<file path="src/rtl/sha_mining_sequencer.sv">
`default_nettype none
// ============================================================================
// Module   : sha_mining_sequencer
// Sweeps a nonce range through the SHA-256 datapath and reports the first
// nonce whose hash is <= target. Optional macro SEQ_HASH_COUNT_EN enables
// the hash_count counter.
// Revision : 1.0
// ============================================================================
module sha_mining_sequencer #(
    parameter int ROUND_CYCLES = 1,
    parameter int NONCE_MSB    = 511
) (
    input  logic         clock,
    input  logic         reset,
    input  logic         start,
    input  logic         abort,
    input  logic [31:0]  nonce_init,
    input  logic [31:0]  nonce_limit,
    input  logic [255:0] target,
    input  logic [255:0] hash_in,
    output logic [2:0]   state,
    output logic [8:0]   nonce_width,
    output logic         mem_we,
    output logic [31:0]  mem_wdata,
    output logic         busy,
    output logic         done,
    output logic         found,
    output logic [31:0]  golden_nonce,
    output logic [31:0]  hash_count
);

    typedef enum logic [2:0] {
        S_IDLE   = 3'd0,
        S_LOAD   = 3'd1,
        S_NONCE  = 3'd2,
        S_CHUNK  = 3'd3,
        S_EXPAND = 3'd4,
        S_ROUNDS = 3'd5,
        S_FINAL  = 3'd6,
        S_CHECK  = 3'd7
    } state_t;

    localparam logic [7:0] ROUND_LAST = 8'(ROUND_CYCLES - 1);

    state_t         r_state;
    state_t         w_next;
    logic [7:0]     r_dwell;
    logic [31:0]    r_cur_nonce;
    logic [31:0]    r_limit;
    logic [255:0]   r_target;
    logic           r_done;
    logic           r_found;
    logic [31:0]    r_golden;
    logic           w_start_ok;
    logic           w_win;
    logic           w_last;

    assign w_win = (hash_in <= r_target);
    assign w_last = (r_cur_nonce == r_limit);

    always_ff @(posedge clock) begin
        if (!reset) begin
            r_state <= S_IDLE;
        end else begin
            r_state <= w_next;
        end
    end

    always_comb begin
        w_next     = r_state;
        w_start_ok = 1'b0;
        mem_we     = 1'b0;
        if (abort) begin
            w_next = S_IDLE;
        end else begin
            case (r_state)
                S_IDLE: begin
                    if (start) begin
                        w_start_ok = 1'b1;
                        w_next     = S_LOAD;
                    end
                end
                S_LOAD: begin
                    mem_we = 1'b1;
                    w_next = S_NONCE;
                end
                // Preprocessing needs two clock edges with the nonce presented
                S_NONCE:  if (r_dwell == 8'd1) w_next = S_CHUNK;
                S_CHUNK:  w_next = S_EXPAND;
                S_EXPAND: w_next = S_ROUNDS;
                S_ROUNDS: if (r_dwell == ROUND_LAST) w_next = S_FINAL;
                S_FINAL:  w_next = S_CHECK;
                S_CHECK:  w_next = (w_win || w_last) ? S_IDLE : S_LOAD;
                default:  w_next = S_IDLE;
            endcase
        end
    end

    always_ff @(posedge clock) begin
        if (!reset || abort || (w_next != r_state) || (r_state == S_IDLE)) begin
            r_dwell <= 8'd0;
        end else begin
            r_dwell <= r_dwell + 8'd1;
        end
    end

    always_ff @(posedge clock) begin
        if (!reset) begin
            r_cur_nonce <= 32'd0;
            r_limit     <= 32'd0;
            r_target    <= 256'd0;
            r_done      <= 1'b0;
            r_found     <= 1'b0;
            r_golden    <= 32'd0;
        end else begin
            r_done <= 1'b0;
            if (w_start_ok) begin
                r_cur_nonce <= nonce_init;
                r_limit     <= nonce_limit;
                r_target    <= target;
                r_found     <= 1'b0;
                r_golden    <= 32'd0;
            end else if ((r_state == S_CHECK) && !abort) begin
                if (w_win) begin
                    r_found  <= 1'b1;
                    r_golden <= r_cur_nonce;
                    r_done   <= 1'b1;
                end else if (w_last) begin
                    r_done <= 1'b1;
                end else begin
                    r_cur_nonce <= r_cur_nonce + 32'd1;
                end
            end
        end
    end

`ifdef SEQ_HASH_COUNT_EN
    logic [31:0] r_hash_count;

    always_ff @(posedge clock) begin
        if (!reset || w_start_ok) begin
            r_hash_count <= 32'd0;
        end else if ((r_state == S_CHECK) && (r_hash_count != 32'hFFFF_FFFF)) begin
            r_hash_count <= r_hash_count + 32'd1;
        end
    end

    assign hash_count = r_hash_count;
`else
    assign hash_count = 32'd0;
`endif

    assign state        = r_state;
    assign nonce_width  = 9'(NONCE_MSB);
    assign mem_wdata    = r_cur_nonce;
    assign busy         = (r_state != S_IDLE);
    assign done         = r_done;
    assign found        = r_found;
    assign golden_nonce = r_golden;

endmodule
`default_nettype wire

</file>
<file path="config.mk">
export PLATFORM = sky130hd
export DESIGN_NAME = sha_mining_sequencer
export DESIGN_NICKNAME = d
export VERILOG_FILES = /design/src/rtl/sha_mining_sequencer.sv
export SDC_FILE = /design/constraint.sdc
export NUM_CORES = 1
export LEC_CHECK = 0
export CELL_PAD_IN_SITES_DETAIL_PLACEMENT = 2
export CELL_PAD_IN_SITES_GLOBAL_PLACEMENT = 2
export CORE_MARGIN = 5
export CORE_UTILIZATION = 25
export CTS_CLUSTER_DIAMETER = 60
export DETAILED_ROUTE_END_ITERATION = 16
export HOLD_SLACK_MARGIN = 0.12
export PLACE_DENSITY_LB_ADDON = 0.08
export SETUP_SLACK_MARGIN = 0.15
export SYNTH_ARGS = -nofsm -noshare
export SYNTH_HDL_FRONTEND = slang
export SYNTH_SLANG_ARGS = --single-unit
</file>
<file path="constraint.sdc">
create_clock -name clock -period 4.48 [get_ports clock]
set_clock_uncertainty 0.15 [all_clocks]
set_input_delay 0.672 -clock clock [delete_from_list [all_inputs] [get_ports clock]]
set_output_delay 0.672 -clock clock [all_outputs]
set_load 0.005 [all_outputs]
</file>
==> results.cfg <==
[logic_synthesis]
synth_area_leaders = dfxtp_1, ha_1, nand2_1, a21oi_1, inv_1
yosysWarningCount = 0
synthSimpleGateAreaFrac_pct = 20.8
synth_top_family_by_area = simple AND/OR/NAND/NOR gates
yosys_top_cell_by_area = dfxtp_1
seq_area_frac_synth_pct = 35.7
synth.cell_area_um2 = 20500
unique_masters_post_synth = 67
arithmetic_cell_share_of_the_synthesized_area_counting_full_adders_half_adders_and_majority_gates_pct = 15.9
synth_xor_area_share_pct = 2.40
syn-mean-instance-area_um2 = 7.55
synth-compound-area-share_pct = 16.0
share_of_flip_flops_with_an_asynchronous_set_or_reset_after_synthesis_pct = 0
ys_ff_latch = 365
count_of_flip_flops_with_a_built_in_enable_after_synthesis = 0
synth_cells = 2710
dominant_register_cell_in_the_synthesized_netlist = dfxtp_1
yosys.area.top_type_share_pct = 35.7
yosys-mux-area-fraction_pct = 0.245

[floorplan]
row_count = 105
die-area_um2 = 87700
floorplan.die.width_um = 296
floorplan.io_pins = 692
core_area_um2 = 81600
initial_utilization_pct = 25.1
die_y_um = 296

[worst_setup_path]
crit_path_start = hash_in[229]
cp_slowest_stage_delay_ns = 0.50
cp_endpoint_kind = flop
critical_path_class = input port to flop
cp_data_required_time_ns = 4.87
startpoint_type = input port
path_common_cell = buf_4
crit_path_max_fanout = 22
worst-endpoint-arrival_ns = 4.40
crit_path_cell_trace = clkdlybuf4s50_1 > ha_1 > nand4_1 > nor4_1 > buf_4 > nand3_1 > nor2_1 > nand4_1 > nor2_1 > buf_4 > o31ai_2 > buf_4 > a21boi_4 > buf_12 > nand2_2 > or3_1 > a31oi_1
slowest_stage = nor4_1
r2r_start = r_target[125]

[worst_hold_path]
hp-start = r_target[24]
hold_path.class = flop to flop

[timing]
finalCritPeriodShare_pct = 89.6
grt_setup_unrepaired = no
timing_max_transition_violations_final = 0
hold_viol_final = 0
clock.fmax_ghz = 0.249
tightest_slew_ns = 0.971
final_setup_margin_ns = 0.468
layout_min_cycle_time_ns = 4.01
setup_violations = 0
slew_headroom_pct = 35.0

[routing]
dr.pass1.iters = 6
wl_per_cell_um = 21.3
first_iter_violations = 581
drc = 0
num_vias = 21322
vias_per_instance = 4.74
drtAntennaViolNets = 0
wl_um = 95900

[grt]
antenna_found_initial = 71
grt_pass1_vias = 23885
globalRoute.totalOverflow = 0
grt_util_all_layers_pct = 20.9
grt_pass1_wl_um = 141000
grt_start_max_net_pins = 147

[clock_network]
cts.sinks = 365
cts_clock_pin_slew_for_the_worst_setup_and_hold_paths_ns = 0.06
clockRootBuffer = clkbuf_16
cts_tree = done
clk_latency_ns = 0.61
longest_clk_path_bufs = 3
cts-buffers-inserted = 58
cts_htree_levels = 2
cts_hold_buf = 0
post-cts-setup-buffer-count = 0
postCtsResizedCells = 0

[finish]
final_net_count = 4181
finalCoreUtilization_pct = 37.1
multi_input_area_um2 = 11500
layout-drive-gt1-share_pct = 4.84
flow.area_growth_from_synthesis_pct = 47.9
layout.cells.most_common = nand2_1
regArea_um2 = 7310
layout_fillers = 9334
final_design_area_no_fill_um2 = 30300
final_cell_mix = nand2_1, clkdlybuf4s50_1, a21oi_1

[power_and_ir_drop]
worst_case_vdd_ir_drop_uv = 268
post-layout-total-power_uw = 9960
cellPowerDensity_nw_per_um2 = 329
leakagePower_uw = 0.0111

[placed_design]
dp_worst_setup_slack_ns = -0.371
buffer_ports.inserted = 650
gp_routability_congestion = 0.859
detailed_place.area_um2 = 28200
dp_hpwl_um = 75500

[outcome]
outcome = finished, final reports clean

[flow_run]
cap_viol_max_count = 0
==> logic make-up after synthesis <==
logic type / Yosys count
AOI/OAI and AO/OA: 596
muxes: 5
xor gates and xnor gates: 56
and+or+nand+nor: 984
DFF: 365
other: 2
adders and majority gates: 260
buffers and inverters: 442
==> metrics by stage <==
step	setup TNS, ns	hold slack, ns	cells
2_1_floorplan	0	0.286	2749
3_3_place_gp	-7.14	0.287	4351
3_5_place_dp	-13.28	0.298	4351
4_1_cts	0	0.306	4456
5_1_grt	0	0.323	4476
6_report	0	0.303	4495
==> power by group <==
part,internal [uW],switching [uW],total [uW]
sequential,3400,125,3520
combinational,893,810,1700
clock,2980,1750,4730
total,7270,2690,9960
==> cells in the mapped netlist, types with 3 or more instances <==
cell type  instances
o211ai_1           4
ha_1             260
xor2_1            22
buf_4             42
a221o_1            4
and2_1             5
inv_1            271
o31ai_1            3
xnor2_1           34
nand4_1           84
nand3_1           86
nor3_1            25
nand2b_1           7
and3_1            12
o21a_1             5
a211oi_1          10
clkbuf_1         114
a31oi_1           11
or3_1              9
nor2_1            44
o21ai_1            8
a221oi_1           4
a21o_1            19
o21ai_0           88
buf_2              7
a21oi_1          409
nor3b_1            3
dfxtp_1          365
nor4_1            14
o22ai_1            4
nor2b_1            4
buf_1              6
mux2i_1            5
nand2_1          676
a21boi_0           3
==> metal layers <==
layer	vias up	share of wire [%]	GRT usage, %
met4	56	2.6	6.75
met1	10255	38	22.4
met2	468	51	38.3
met5	-	0.39	0
met3	174	7.6	7.26
li1	10369	-	-
==> critical path: cells and delay by family <==
kind                       cells  cell delay (ns)
adders and majority gates      1             0.33
and+or+nand+nor                8             1.83
AOI/OAI and AO/OA              3             0.41
buffers and inverters          5             1.14
==> sequential cells by signal (all words and copies together) (netlist names) <==
signal	count
done	1
state	3
found	1
r_dwell	8
golden_nonce	32
mem_wdata	32
r_target	256
r_limit	32
==> final cells by class <==
cell class / count / area share [%]
Inverter: 272 / 3.40
Multi-Input combinational cell: 1942 / 38.0
Timing Repair Buffer: 702 / 23.1
Tap cell: 1070 / 4.42
Antenna cell: 39 / 0.322
Sequential cell: 365 / 24.1
Clock buffer: 78 / 5.45
Clock inverter: 27 / 1.18
==> path summary, 6_finish.rpt <==
path / cells past startpoint / slack (ns) / endpoint
max: 17 / 0.47 / mem_wdata[20]
min: 2 / 0.30 / r_target[24]
max reg2reg: 16 / 0.63 / mem_wdata[15]
min reg2reg: 2 / 0.30 / r_target[24]
Note: power is estimated with default switching activity, not from simulation.
